### config.mk
export PLATFORM = sky130hd
export DESIGN_NAME = fb_ram_responder
export DESIGN_NICKNAME = d
export VERILOG_FILES = /design/src/rtl/fb_pkg.sv /design/src/rtl/fb_ram_array.sv /design/src/rtl/fb_ram_responder.sv
export SDC_FILE = /design/constraint.sdc
export NUM_CORES = 1
export LEC_CHECK = 0
export CAP_MARGIN = 40
export CORE_MARGIN = 4
export CORE_UTILIZATION = 55
export DETAILED_ROUTE_END_ITERATION = 8
export GPL_TIMING_DRIVEN = 0
export PLACE_DENSITY = 0.72
export REMOVE_ABC_BUFFERS = 1
export SLEW_MARGIN = 30
export SYNTH_ARGS = -nofsm -noshare
export SYNTH_HDL_FRONTEND = slang
export SYNTH_SLANG_ARGS = --single-unit
### constraint.sdc
create_clock -name clk -period 8.03 [get_ports clk]
set_input_delay 1.606 -clock clk [delete_from_list [all_inputs] [get_ports clk]]
set_output_delay 1.606 -clock clk [all_outputs]
set_load 0.005 [all_outputs]
### src/rtl/fb_pkg.sv
// rtl/fb_pkg.sv - shared defaults and state encoding for the frame-buffer RAM responder
package fb_pkg;

  localparam int FB_ADDRESS_WIDTH = 6;
  localparam int FB_DATA_WIDTH    = 10;

  typedef enum logic [1:0] {
    CLEAR = 2'd0,
    LOAD  = 2'd1,
    RUN   = 2'd2
  } fb_state_t;

endpackage

### src/rtl/fb_ram_array.sv
// rtl/fb_ram_array.sv - single-write-port word array with registered, write-first read
// Ports:
//   clk, rst       clock; rst clears only the read register, never the array
//   we/waddr/wdata write port, written on the rising edge
//   re/raddr       read request; rdata is updated on the edge where re=1
//   rdata          registered read data (write-first on an address collision)
module fb_ram_array
  import fb_pkg::*;
#(
  parameter int ADDRESS_WIDTH = FB_ADDRESS_WIDTH,
  parameter int DATA_WIDTH    = FB_DATA_WIDTH
) (
  input  logic                     clk,
  input  logic                     rst,
  input  logic                     we,
  input  logic [ADDRESS_WIDTH-1:0] waddr,
  input  logic [DATA_WIDTH-1:0]    wdata,
  input  logic                     re,
  input  logic [ADDRESS_WIDTH-1:0] raddr,
  output logic [DATA_WIDTH-1:0]    rdata
);

  logic [DATA_WIDTH-1:0] mem [0:(1<<ADDRESS_WIDTH)-1];

  always_ff @(posedge clk) begin
    if (we) begin
      mem[waddr] <= wdata;
    end
  end

  // A same-edge write to the read address is forwarded so the reader sees the new word.
  always_ff @(posedge clk) begin
    if (rst) begin
      rdata <= '0;
    end else if (re) begin
      rdata <= (we && (waddr == raddr)) ? wdata : mem[raddr];
    end
  end

endmodule

### src/rtl/fb_ram_responder.sv
// rtl/fb_ram_responder.sv - CPU/loader shared RAM with power-up clear sweep
// Ports:
//   clk, rst                 clock; synchronous active-high reset
//   MAR, RAMWr, MDRIn        CPU address, write strobe, write data
//   MDROut                   CPU read data, one cycle after the request
//   cpu_hold                 high while the CPU must be kept in reset (CLEAR, LOAD)
//   ld_mode                  loader asks to own the memory (level)
//   ld_valid/ld_ready        loader request handshake; ld_we selects write or read
//   ld_addr, ld_wdata        loader address and write data
//   rd_valid, rd_data        loader read response, one cycle after the transfer
//   init_done                set once the clear sweep has finished
module fb_ram_responder
  import fb_pkg::*;
#(
  parameter int ADDRESS_WIDTH = FB_ADDRESS_WIDTH,
  parameter int DATA_WIDTH    = FB_DATA_WIDTH
) (
  input  logic                     clk,
  input  logic                     rst,
  input  logic [ADDRESS_WIDTH-1:0] MAR,
  input  logic                     RAMWr,
  input  logic [DATA_WIDTH-1:0]    MDRIn,
  output logic [DATA_WIDTH-1:0]    MDROut,
  output logic                     cpu_hold,
  input  logic                     ld_mode,
  input  logic                     ld_valid,
  output logic                     ld_ready,
  input  logic                     ld_we,
  input  logic [ADDRESS_WIDTH-1:0] ld_addr,
  input  logic [DATA_WIDTH-1:0]    ld_wdata,
  output logic                     rd_valid,
  output logic [DATA_WIDTH-1:0]    rd_data,
  output logic                     init_done
);

  localparam logic [ADDRESS_WIDTH-1:0] LAST_ADDR = '1;

  fb_state_t                state_q, state_n;
  logic [ADDRESS_WIDTH-1:0] clr_cnt;
  logic                     init_done_q;
  logic                     rd_valid_q;
  logic                     cpu_rd_q;
  logic [DATA_WIDTH-1:0]    mdr_hold;
  logic                     ld_xfer;

  logic                     arr_we, arr_re;
  logic [ADDRESS_WIDTH-1:0] arr_waddr, arr_raddr;
  logic [DATA_WIDTH-1:0]    arr_wdata, arr_rdata;

  always_ff @(posedge clk) begin
    if (rst) begin
      state_q <= CLEAR;
    end else begin
      state_q <= state_n;
    end
  end

  // Next state plus the state-selected mux onto the single array port.
  always_comb begin
    state_n   = state_q;
    ld_xfer   = 1'b0;
    arr_we    = 1'b0;
    arr_waddr = clr_cnt;
    arr_wdata = '0;
    arr_re    = 1'b0;
    arr_raddr = MAR;
    case (state_q)
      CLEAR: begin
        arr_we = 1'b1;
        if (clr_cnt == LAST_ADDR) begin
          state_n = ld_mode ? LOAD : RUN;
        end
      end
      RUN: begin
        arr_we    = RAMWr;
        arr_waddr = MAR;
        arr_wdata = MDRIn;
        arr_re    = 1'b1;
        if (ld_mode) begin
          state_n = LOAD;
        end
      end
      LOAD: begin
        ld_xfer   = ld_valid;
        arr_we    = ld_valid && ld_we;
        arr_waddr = ld_addr;
        arr_wdata = ld_wdata;
        arr_re    = ld_valid && !ld_we;
        arr_raddr = ld_addr;
        if (!ld_mode) begin
          state_n = RUN;
        end
      end
      default: state_n = CLEAR;
    endcase
    if (rst) begin
      arr_we  = 1'b0;
      ld_xfer = 1'b0;
    end
  end

  // cpu_rd_q marks that the array read register holds a CPU result; otherwise
  // MDROut replays the last value it showed so loader reads never disturb it.
  always_ff @(posedge clk) begin
    if (rst) begin
      clr_cnt     <= '0;
      init_done_q <= 1'b0;
      rd_valid_q  <= 1'b0;
      cpu_rd_q    <= 1'b0;
      mdr_hold    <= '0;
    end else begin
      if (state_q == CLEAR) begin
        clr_cnt <= clr_cnt + 1'b1;
        if (clr_cnt == LAST_ADDR) begin
          init_done_q <= 1'b1;
        end
      end
      rd_valid_q <= ld_xfer && !ld_we;
      cpu_rd_q   <= (state_q == RUN);
      mdr_hold   <= MDROut;
    end
  end

  fb_ram_array #(
    .ADDRESS_WIDTH(ADDRESS_WIDTH),
    .DATA_WIDTH   (DATA_WIDTH)
  ) u_array (
    .clk  (clk),
    .rst  (rst),
    .we   (arr_we),
    .waddr(arr_waddr),
    .wdata(arr_wdata),
    .re   (arr_re),
    .raddr(arr_raddr),
    .rdata(arr_rdata)
  );

  assign MDROut    = cpu_rd_q ? arr_rdata : mdr_hold;
  assign rd_data   = arr_rdata;
  assign rd_valid  = rd_valid_q;
  assign init_done = init_done_q;
  assign cpu_hold  = (state_q != RUN);
  assign ld_ready  = (state_q == LOAD);

endmodule
# Word-level counts from Yosys, hierarchy flattened

Memory sizes are Yosys's and may differ from the RTL's. A register that Yosys moved wholly into a read port is not among the register bits.
Index checks and enable logic that the tools add are counted.

Bits in registers: 21
RAM bits: 640
Bits of input ports: 38
Output and inout port bits: 24
Word-level logic and storage cells: 38
Memories: 1

Memory list:

| memory      | words | width | rd ports | clocked after memory_dff | write ports | line               | text |
|---|---|---|---|---|---|---|---|
| u_array.mem | 64    | 10    | 1        | 1                        | 1           | fb_ram_array.sv:23 | `logic [DATA_WIDTH-1:0] mem [0:(1<<ADDRESS_WIDTH)-1];` |

Add/sub/neg operators: 1
Equality and inequality tests: 7
Muxes and demuxes: 16
Reductions and logical operators: 7

Operators with widths:

| kind                | number |
|---|---|
| $pmux 10 s2         | 1 |
| $pmux 6 s2          | 1 |
| $mux 10             | 1 |
| $mux 2              | 4 |
| $add 6x1->6 const B | 1 |
| $eq 6x6->1 const B  | 1 |
| $mux 6              | 1 |
| $ne 2x2->1 const B  | 3 |
| $pmux 2 s3          | 1 |
| $mux 1              | 5 |
| $logic_and 1x1->1   | 3 |
| $pmux 1 s3          | 1 |
| $reduce_and 3->1    | 1 |
| $eq 2x1->1 const B  | 1 |
| $eq 2x2->1 const B  | 1 |
| $logic_not 2->1     | 1 |
| $ne 2x1->1 const B  | 1 |
| $pmux 1 s2          | 1 |
| $reduce_and 2->1    | 1 |
| $logic_not 1->1     | 1 |

# Depth between registers and ports, before layout

Gate-level depths: netlist of run 1.

Word-level depth: 5
Gate-level depth with buffers: 14
Depth with buffers taken out: 9

# Modules after synthesis

A second synthesis of run 1 with hierarchy kept.

Cells, all modules: 1345
Area, all modules: 26628.0 um^2

Modules (own cells, without submodules):

| module           | times used | cells an instance | area an instance (um^2) | sequential area each (um^2) |
|---|---|---|---|---|
| fb_ram_array     | 1          | 1199              | 25328.0                 | 19418.6 |
| fb_ram_responder | 1          | 146               | 1300.0                  | 420.4 |

# Worst setup path before layout of run 1

No wires, ideal clock.

Path type: in2reg
From: in ld_wdata[0]
To: mem u_array.mem[0][0] (netlist name) (data pin)
Library setup time: 0.515 ns
Arrival time: 3.313 ns
Data required time: 7.515 ns
Setup slack: 4.202 ns
Stages: 2
Path buffers: 0
Cells stage by stage: a22oi_1 > nor2b_1

Word-level cells in the longest chain between the ends: 1

RTL lines:

| item                   | line                   | text |
|---|---|---|
| from (decl)            | fb_ram_responder.sv:30 | `input logic [DATA_WIDTH-1:0] ld_wdata,` |
| $pmux 10 s2            | fb_ram_responder.sv:67 | `case (state_q)` |
| named net arr_wdata[0] | fb_ram_responder.sv:48 | `logic [DATA_WIDTH-1:0] arr_wdata, arr_rdata;` |
| to (decl)              | fb_ram_array.sv:23     |  |

The timed path passes the listed nets, and every way through them passes these cells.

# Worst setup path after layout of run 1

From: in MAR[1]
To: reg u_array.rdata[1], read port of u_array.mem

Word-level cells in the longest chain between the ends: 1

RTL lines:

| item        | line                   | text |
|---|---|---|
| from (decl) | fb_ram_responder.sv:20 | `input logic [ADDRESS_WIDTH-1:0] MAR,` |
| $mux 6      | fb_ram_responder.sv:67 |  |
| to (decl)   | fb_ram_array.sv:20     | `output logic [DATA_WIDTH-1:0] rdata` |

No other way between the ends.
A chain may end at the register's enable or synchronous reset.

==> impl_results.md, run 1 <==
- Run status: completed
- CP max-delay cell: o41ai_1
- Maximum number of pins on one net before global-route repair: 65
- Most numerous cell types in the synthesized netlist: edfxtp_1 (640), mux2i_1 (180), nor2_1 (102)
- Netlist Area Pre-Place: 26,400 um2
- Maximum number of buffers from clock root to sink: 3
- Number of optimization iterations in the first detailed-route pass: 7
- Post-synthesis mux area share: 13.3%
- Top FF cell, synth: edfxtp_1
- Detail Route Antenna Nets: 0
- Hold Buf Count CTS: 0
- Fraction of synthesized cell area taken by the top area cell type: between 70% and 80%
- Max-slew violation total from the final report: 0
- Vias in the first global route: 14,600
- Worst skew pair latency: 600 ps
- Sequence of cells on the critical path: clkdlybuf4s50_1, mux2_8, buf_16, buf_16, mux2i_1, o22ai_1, o41ai_1, nand2_1, and4bb_2, o221ai_1
- Number of antenna violations at the first check in global routing: 1
- Final number of hold-violating endpoints: 0
- IO buf count: 61
- Async set-reset flop share out of synthesis: 0%
- CTS Sinks: 671
- ANT cells: 0
- Total setup violations reported at the end of the flow: 0
- RSZ-0062 raised after global routing: false
- Max stage delay on crit path: 710 ps
- Count leader, synth: edfxtp_1
- Shortest clock period the worst path allows after layout: 4910 ps
- Peak Freq: 204 MHz
- Post-Synth XOR/XNOR Area: 0.331%
- Max-cap violations: 0
- Share of synthesized cell area in full adder, half adder and majority cells: 0.284%
- Via-to-Cell Ratio: 6.41
- Simple-gate share of the synthesized area: 4.05%
- Count of H-tree levels built during CTS: 3
- Vias: 14,600
- Count of placed standard cells including taps: between 2,000 and 2,500
- Critical-path maximum fanout: 64
- WP data arrival: between 5000 and 6000 ps
- Fraction of layout cells with a size suffix above 1: 19.0%
- Clock slew at the register clock pins of the worst setup and hold paths: 60 ps
- Die H: 227 um
- Area enclosed by the die boundary: 51,600 um2
- Cell at the root of the clock tree: clkbuf_16
- Leak: between 10 and 15 nW
- IO Count: 62
- # rows: 80
- Number of design-rule violations left by the first detailed-router iteration: 1,682
- Number of instances resized during post-cts repair: 0
- Final worst clock skew: a little over 30 ps
- Count of yosys warnings during synthesis: 0
- Number of buffers inserted during clock tree synthesis: 68
- Post-layout net count: 1,655
- Synth Instances: 1,457
- Post-synth EDFFs: 640
- Cells taking the most area after synthesis: edfxtp_1 (73%), mux2i_1 (6.8%), mux4_2 (5.8%)
- Setup crit start kind: input port
- Remaining Overflow, GRT: 0
- Count of non-filler cells in the finished layout: 2,276
- Clock tree from TritonCTS: yes
- Area fraction in compound gates after synthesis: 5.46%
- Synth-to-layout area growth: 17.6%
- Part of the Yosys area used for sequential elements: 75.1%
- Crit. End Element: flop
- Global placement routability congestion: 0.894
- Distinct cells, synth: 47
- Most repeated library cell on the critical path: buf_16
- Power density cells: 312 nW/um2
- Peak ir drop on the vdd network: 0.000239 V
- Worst min-delay path class: reg2reg
- Wire length after detailed routing: around 62 mm
- Core occupancy in the finished layout: 65.2%
- Setup TNS after final layout: 0 ps
- Worst Tran Pin Value: 913 ps
- Largest family of logic cells by synthesized area: multiplexers
- Per-cell routed wire length: 27.3 um
- Wire length of the first global-routing pass: 92.3 mm
- Remaining design rule violation count: 0
- Period utilisation layout: 61.1%
- Post-Syn Area per Cell: 18.1 um2
- Total track usage: 24.4%
- HPWL after detailed placement: 40.9 mm
- Starting density of the core: about 55%
- Headroom to the max-slew limit: 38.4%
- Setup fix buffers added after clock tree synthesis: 0
- Number of synthesized register bits: between 600 and 700
- Required time reported for the critical path endpoint: 8500 ps
- Std-Cell Core Area: 47,600 um2
- Category of the most critical setup path: in2reg
- Largest area contributor in the synthesized netlist: edfxtp_1
- Horiz. Die Dim: approximately 230 um
flip-flops by register name, indices dropped and copies added, names as in the netlist:
name,cells
clr_cnt,6
u_array.rdata,10
rd_valid,1
mdr_hold,10
u_array.mem,640
state_q,2
cpu_rd_q,1
init_done,1
where the power goes:
part	total [mW]	internal (mW)	switching (mW)
Clock	3.03	1.75	1.28
Combinational	2.47	0.911	1.56
Sequential	4.17	4.12	0.0509
Total	9.68	6.78	2.89
placed cells by master, fill, tap and decap left out, drive strengths merged, types with 37 or more instances in the layout:
| cell | count |
|---|---|
| nand2 | 46 |
| edfxtp | 640 |
| buf | 89 |
| a22oi | 49 |
| clkdlybuf4s50 | 61 |
| nor2b | 37 |
| clkbuf | 85 |
| mux2i | 181 |
| o22ai | 80 |
| nor2 | 102 |
| mux4 | 68 |
cell families (layout without fill, tap and decap cells):
kind of cell | count (synthesis) | count (layout)
xor gates and xnor gates | 10 | 10
and+or+nand+nor | 228 | 228
adders and majority gates | 6 | 6
DFF | 671 | 671
buffers and inverters | 73 | 277
AOI/OAI and AO/OA | 206 | 206
muxes | 263 | 263
routing by layer:
layer | vias to the layer above | GRT usage (%) | share of wire [%] | wire length (um)
met2 | 683 | 40.0 | 49 | 30800
li1 | 6228 | - | - | -
met1 | 7508 | 32.2 | 38 | 23600
met3 | 159 | 5.60 | 8.3 | 5180
met5 | - | 0 | 0 | 0
met4 | 0 | 9.49 | 4.2 | 2610
layout make-up:
| cell class | instances | area, um2 |
|---|---|---|
| multi-input cells | 713 | 6400 |
| repair buffers | 154 | 1910 |
| clock buffers | 81 | 1820 |
| inverters | 3 | 11.3 |
| well taps | 615 | 769 |
| fillers | 3142 | 16600 |
| clock inverters | 39 | 307 |
| flip-flops and latches | 671 | 19800 |
critical path, delay by kind of cell:
kind,cells,cell delay [ps]
buf+inv,3,1270
compound gates,3,990
mux,2,720
simple gates,2,680
final timing paths:
check,start,to,slack [ps],depth (start not counted)
setup / recovery,MAR[1],u_array.rdata[1]$_SDFFE_PP0P_,3120,10
hold / removal,init_done$_SDFFE_PP0P_,init_done$_SDFFE_PP0P_,510,2
setup reg to reg,state_q[1]$_SDFFE_PP0P_,u_array.rdata[1]$_SDFFE_PP0P_,3360,11
hold reg to reg,init_done$_SDFFE_PP0P_,init_done$_SDFFE_PP0P_,510,2
through the flow:
| step | hold WS [ps] | worst slack [ps] | power, mW | cell area (um2) |
|---|---|---|---|---|
| after global routing | 522 | 3120 | 9.99 | 31100 |
| after floorplan | 461 | -5.26 | 5.69 | 26000 |
| after global placement | 478 | -3700 | 6.45 | 27400 |
| final | 513 | 3120 | 9.68 | 31100 |
| after detailed placement | 486 | 2670 | 6.66 | 28800 |
| after CTS | 500 | 3210 | 9.67 | 30900 |
(Power assumes the default switching activity.)
==> run 2, diff against run 1 <==
- PLACE_DENSITY: 0.72 -> 0.75
- clock period: 8.03 -> 4.4 ns (I/O delays scaled with it)
==> run 2 against run 1 <==
- final cell count up 0.18%
- worst setup slack got worse by 3000 ps
- hold slack improved by 1.1 ps
- flip-flop and latch count stayed put
- die area unchanged
==> impl_results.md, run 2 (synthesized netlist as in run 1, its figures left out) <==
- Global placement routability congestion: 0.919
- Detail Route Antenna Nets: 0
- Number of antenna violations at the first check in global routing: 1
- Number of design-rule violations left by the first detailed-router iteration: 1,884
- RSZ-0062 raised after global routing: false
- PnR Total Power: 17.7 mW
- Fin worst setup slack: 138 ps
- Final number of hold-violating endpoints: 0
- Peak ir drop on the vdd network: 0.000381 V
- Synth-to-layout area growth: 17.8%
- Per-cell routed wire length: 27.6 um
- Clock slew at the register clock pins of the worst setup and hold paths: 60 ps
- Area of all placed cells without fillers: around 31,000 um2
- Top register by number of flip-flops: u_array.mem
- Vias in the first global route: 14,700
- Die H: 227 um
- ANT cells: 0
- Internal power: 12.4 mW
- Via-to-Cell Ratio: 6.37
- IO buf count: 61
- Category of the most critical setup path: reg2reg
- Required time reported for the critical path endpoint: 4850 ps
- Remaining design rule violation count: 0
- Total track usage: 24.5%
- Std-Cell Core Area: 47,600 um2
- Remaining Overflow, GRT: 0
- WP data arrival: 4710 ps
- Maximum number of pins on one net before global-route repair: between 70 and 80
- Registers with the most flip-flops: u_array.mem x640, mdr_hold x10, u_array.rdata x10
- Minimum setup slack after placement: -160 ps
- Cell at the root of the clock tree: clkbuf_16
- Max-slew violation total from the final report: 0
- CTS Sinks: 671
- Power density cells: 569 nW/um2
- Crit. End Element: flop
- IO Count: 62
- Number of fill cells in the layout: ~3,100
- Peak Freq: 235 MHz
- # rows: 80
- Wire length of the first global-routing pass: ~93 mm
- Maximum number of buffers from clock root to sink: 3
- Fraction of power consumed by the clock network: roughly 31%
- Setup crit start kind: flop
- HPWL after detailed placement: 41.2 mm
- Max-cap violations: 0
- Number of optimization iterations in the first detailed-route pass: 5
- Number of buffers inserted during clock tree synthesis: 66
- Vias: 14,500
- Post-layout net count: 1,658
- Starting density of the core: 55.5%
- Wire length after detailed routing: 63.0 mm
- Sequential share of power: around 43%
- Critical-path maximum fanout: 50
- Final worst clock skew: 16.0 ps
- Shortest clock period the worst path allows after layout: 4260 ps
- Leading cell type in the layout, fill and taps excluded: edfxtp_1
- Count of H-tree levels built during CTS: 3
- Switching power: about 5.3 mW
- Headroom to the max-slew limit: between 40% and 50%
- Run status: completed
- Area enclosed by the die boundary: around 52,000 um2
- Worst Tran Pin Value: 883 ps
- Flip-flop count of the largest register, all copies and words added: 640
- Worst min-delay path class: reg2reg
- Horiz. Die Dim: 227 um
- Fraction of layout cells with a size suffix above 1: a little under a fifth
- Combinational cell fraction of total power: around a quarter
- Total setup violations reported at the end of the flow: 0
- Period utilisation layout: a little over nine tenths
- Switch share: slightly below 30%
- Most frequent cells in the layout: edfxtp_1 (640), mux2i_1 (179), nor2_1 (89)
- Leak: 10.7 nW
- Worst skew pair latency: 600 ps
- Clock tree from TritonCTS: yes
- DP Area: 28,900 um2
[run 2: cell count changes in the layout (fill, tap and decap cells not counted), moves of 3 or more]
cell        change
nor2_2          -4
clkinv_2        -5
nor2_1          +4
clkinv_1        +7
clkinvlp_4      -6
clkbuf_1        +3
buf_12          -3
buf_4           +3
[run 2: cell type report]
| cell class | count | area [um2] | share of cell area [%] |
|---|---|---|---|
| Clock buffer | 87 | 1900 | 6.10 |
| Clock inverter | 32 | 215 | 0.692 |
| Inverter | 3 | 11.3 | 0.0362 |
| Multi-Input combinational cell | 713 | 6420 | 20.6 |
| Sequential cell | 671 | 19800 | 63.8 |
| Tap cell | 615 | 769 | 2.47 |
| Timing Repair Buffer | 159 | 1960 | 6.31 |
[run 2: metal layers]
metal / track usage [%] / up-vias / wire length, um
li1: - / 6253 / -
met1: 32.4 / 7407 / 23700
met2: 40.1 / 702 / 31300
met3: 6.11 / 166 / 5530
met4: 9.35 / 2 / 2550
met5: 0 / - / 13
[run 2: power by group through the flow]
stage | registers, mW | clock network, mW | logic [mW]
6_report | 7.62 | 5.51 | 4.56
5_1_grt | 7.64 | 5.84 | 4.78
4_1_cts | 7.62 | 5.55 | 4.45
3_5_place_dp | 7.75 | 0 | 4.40
3_3_place_gp | 7.78 | 0 | 3.97
2_1_floorplan | 7.74 | 0 | 2.65
[run 2: what timing repair did]
item,4_1_cts,5_1_grt
gates resized for setup,1,0
buffers inserted,0,1
setup endpoints to repair,1,2
hold buffers,0,0
[run 2: through the flow]
stage	util (%)	hold slack, ps	setup TNS [ps]	cells
finish	65.3	514	0	2280
CTS	65.1	514	0	2267
detailed placement	60.6	497	-626	2148
floorplan	-	461	-31970	1387
global placement	57.5	480	-1004160	2063
global route	65.3	526	0	2280
[run 2: path summary, 6_finish.rpt]
check | endpoint | slack [ps] | from | cells after the start
max | u_array.rdata[1]$_SDFFE_PP0P_ | 140 | state_q[1]$_SDFFE_PP0P_ | 10
min | u_array.rdata[6]$_SDFFE_PP0P_ | 510 | u_array.rdata[6]$_SDFFE_PP0P_ | 2
max reg2reg | u_array.rdata[1]$_SDFFE_PP0P_ | 140 | state_q[1]$_SDFFE_PP0P_ | 10
min reg2reg | u_array.rdata[6]$_SDFFE_PP0P_ | 510 | u_array.rdata[6]$_SDFFE_PP0P_ | 2
[run 2: critical path: stages, from the launching register on]
cell	delay, ps
dfxtp_1	350
inv_1	190
ha_1	640
mux2_4	620
o21ai_2	380
buf_6	230
o22ai_1	140
o41ai_1	580
nand2_1	340
and4bb_2	440
o221ai_1	130
==> run 3, diff against run 2 <==
- CELL_PAD_IN_SITES_DETAIL_PLACEMENT: default -> 1
- CELL_PAD_IN_SITES_GLOBAL_PLACEMENT: default -> 1
- CORE_UTILIZATION: 55 -> 49
- PLACE_DENSITY: 0.75 -> default
- PLACE_DENSITY_LB_ADDON: default -> 0.1
==> run 3 against run 2 <==
- global-route usage is 0.74 points higher
- critical path depth rose by 1
- sequential power about the same
- flip-flop and latch count did not move
- via count barely moved
- worst setup slack better by 54 ps
- core utilization fell by 6.3 points
- largest power group unchanged
- total power increased by 1.7%
- maximum frequency increased by 1.3%
- register-to-register slack gained 50 ps
- clock-buffer cell count is 15 higher
==> impl_results.md, run 3 (synthesized netlist as in run 1, its figures left out) <==
- Internal power: 12.5 mW
- Combinational cell fraction of total power: between 20% and 30%
- Total track usage: 25.3%
- Synth-to-layout area growth: 18.2%
- Final number of hold-violating endpoints: 0
- Global placement routability congestion: 0.783
- PnR Total Power: 18.0 mW
- Met3 capacity usage during global routing: 4.12%
- Count of placed standard cells including taps: 2,212
- Switching power: between 5 and 6 mW
- ANT cells: 0
- Flip-flop count of the largest register, all copies and words added: 640
- Leading cell type in the layout, fill and taps excluded: edfxtp_1
- Setup TNS after final layout: 0 ps
- Number of optimization iterations in the first detailed-route pass: 5
- Wire length of the first global-routing pass: 105 mm
- Peak Freq: 238 MHz
- Slack of the worst reg-to-reg path: 190 ps
- Post-layout net count: 1,644
- Shortest clock period the worst path allows after layout: 4210 ps
- Count of non-filler cells in the finished layout: 2,340
- Category of the most critical setup path: reg2reg
- Total setup violations reported at the end of the flow: 0
- Remaining design rule violation count: 0
- Headroom to the max-slew limit: 37.4%
- # rows: 84
- Clock tree from TritonCTS: yes
- Most frequent cells in the layout: edfxtp_1 (640), mux2i_1 (178), o22ai_1 (80)
- WP data arrival: 4650 ps
- Crit. End Element: flop
- Wire length after detailed routing: 72.2 mm
- Worst skew pair latency: 600 ps
- Worst Tran Pin Value: roughly 920 ps
- RSZ-0062 raised after global routing: true
- Final worst clock skew: 20.9 ps
- Clock slew at the register clock pins of the worst setup and hold paths: 60 ps
- Met1 capacity usage during global routing: a little over a third
- HPWL after detailed placement: 47.6 mm
- Reg2reg start: state_q[1]$_SDFFE_PP0P_
- Sequential share of power: 42.4%
- Die H: 240 um
- Vias: around 15,000
- Critical-path maximum fanout: 27
- Run status: completed
- Launch point of the worst hold path: init_done$_SDFFE_PP0P_
- Vias in the first global route: 15,200
- Max-cap violations: 0
- Most congested layer reported by global routing: met2
- Registers with the most flip-flops: u_array.mem x640, mdr_hold x10, u_array.rdata x10
- Power density cells: 576 nW/um2
- Worst min-delay path class: reg2reg
- CTS Sinks: 671
- Starting density of the core: 49.9%
- Top register by number of flip-flops: u_array.mem
- WHS Endpoint: init_done$_SDFFE_PP0P_
- Fraction of layout cells with a size suffix above 1: 19.3%
- Fraction of power consumed by the clock network: 31.3%
- Remaining Overflow, GRT: 0
- Setup crit start kind: flop
- Area enclosed by the die boundary: 57,700 um2
- IO Count: 62
- Horiz. Die Dim: 240 um
- Number of design-rule violations left by the first detailed-router iteration: 1,451
- Hold-critical path depth: 2
- Number of fill cells in the layout: roughly 4,600
- Maximum number of buffers from clock root to sink: 3
- Peak ir drop on the vdd network: 0.000411 V
- Detail Route Antenna Nets: 0
- Per-cell routed wire length: 30.9 um
- IO buf count: between 60 and 70
- Period utilisation layout: between 90 and 100%
- Hold Buf Count CTS: 0
- Count of H-tree levels built during CTS: 3
- Via-to-Cell Ratio: between 6 and 7
- Leak: 10.6 nW
- Setup fix buffers added after clock tree synthesis: 0
- Maximum number of pins on one net before global-route repair: 68
- Std-Cell Core Area: ~53,000 um2
- Met2 Use GR: 41.8%
- Cell at the root of the clock tree: clkbuf_16
- Max-slew violation total from the final report: 0
- Number of antenna violations at the first check in global routing: 0
- Core occupancy in the finished layout: approximately three fifths
- Number of buffers inserted during clock tree synthesis: 71
- Reg2reg end: u_array.rdata[3]$_SDFFE_PP0P_
- Switch share: 30.6%
- Required time reported for the critical path endpoint: 4840 ps
- Number of cell instances on the worst register-to-register path: 11
run 3: repair_timing:
item / 4_1_cts / 5_1_grt
gates cloned: 0 / 1
endpoints found under the hold margin: 0 / 0
setup endpoints to repair: 5 / 2
pin swaps: 0 / 0
gates resized for setup: 1 / 0
run 3: critical path, stage by stage (launching register included):
cell and delay, ps:
dfxtp_1 350, inv_1 180, ha_4 500, mux2i_4 690, buf_8 230, buf_8 180, buf_16 170, mux4_2 550
a22oi_1 310, nand4_1 390, a221oi_2 320, o221ai_1 150
run 3: final cells by class:
type / instances / area [um2] / area share [%]
Sequential cell: 671 / 19800 / 63.5
Clock buffer: 102 / 1980 / 6.32
Timing Repair Buffer: 139 / 1870 / 5.99
Tap cell: 688 / 861 / 2.76
Inverter: 3 / 11.3 / 0.0360
Multi-Input combinational cell: 714 / 6510 / 20.8
Clock inverter: 23 / 175 / 0.561
run 3: routing by layer:
metal | wire [um] | vias up
li1 | - | 6218
met3 | 3830 | 99
met2 | 36000 | 457
met1 | 30600 | 7746
met4 | 1800 | 0
met5 | 0 | -
run 3: worst max path at each step:
stage                                       start                             to  slack, ps
after floorplan           state_q[1]$_SDFFE_PP0P_  u_array.rdata[3]$_SDFFE_PP0P_      -3270
after global placement    state_q[1]$_SDFFE_PP0P_  u_array.rdata[4]$_SDFFE_PP0P_      -6880
after detailed placement                   MAR[1]  u_array.rdata[1]$_SDFFE_PP0P_       -300
after CTS                 state_q[1]$_SDFFE_PP0P_  u_array.rdata[1]$_SDFFE_PP0P_         90
after global routing      state_q[1]$_SDFFE_PP0P_  u_array.rdata[3]$_SDFFE_PP0P_        -30
final                     state_q[1]$_SDFFE_PP0P_  u_array.rdata[3]$_SDFFE_PP0P_        190
run 3: power groups by stage:
stage	Combinational, mW	Sequential (mW)	Clock [mW]
global route	5.00	7.64	6.03
global placement	4.19	7.79	0
finish	4.73	7.63	5.64
detailed placement	4.69	7.76	0
CTS	4.72	7.63	5.74
floorplan	2.65	7.74	0
run 3: metrics by stage:
| stage | setup WS (ps) | hold WS, ps | instance area, um2 |
|---|---|---|---|
| floorplan | -3270 | 461 | 26000 |
| global placement | -6880 | 478 | 27500 |
| detailed placement | -304 | 487 | 29000 |
| CTS | 91.4 | 500 | 31200 |
| global route | -27.5 | 533 | 31200 |
| finish | 193 | 490 | 31200 |
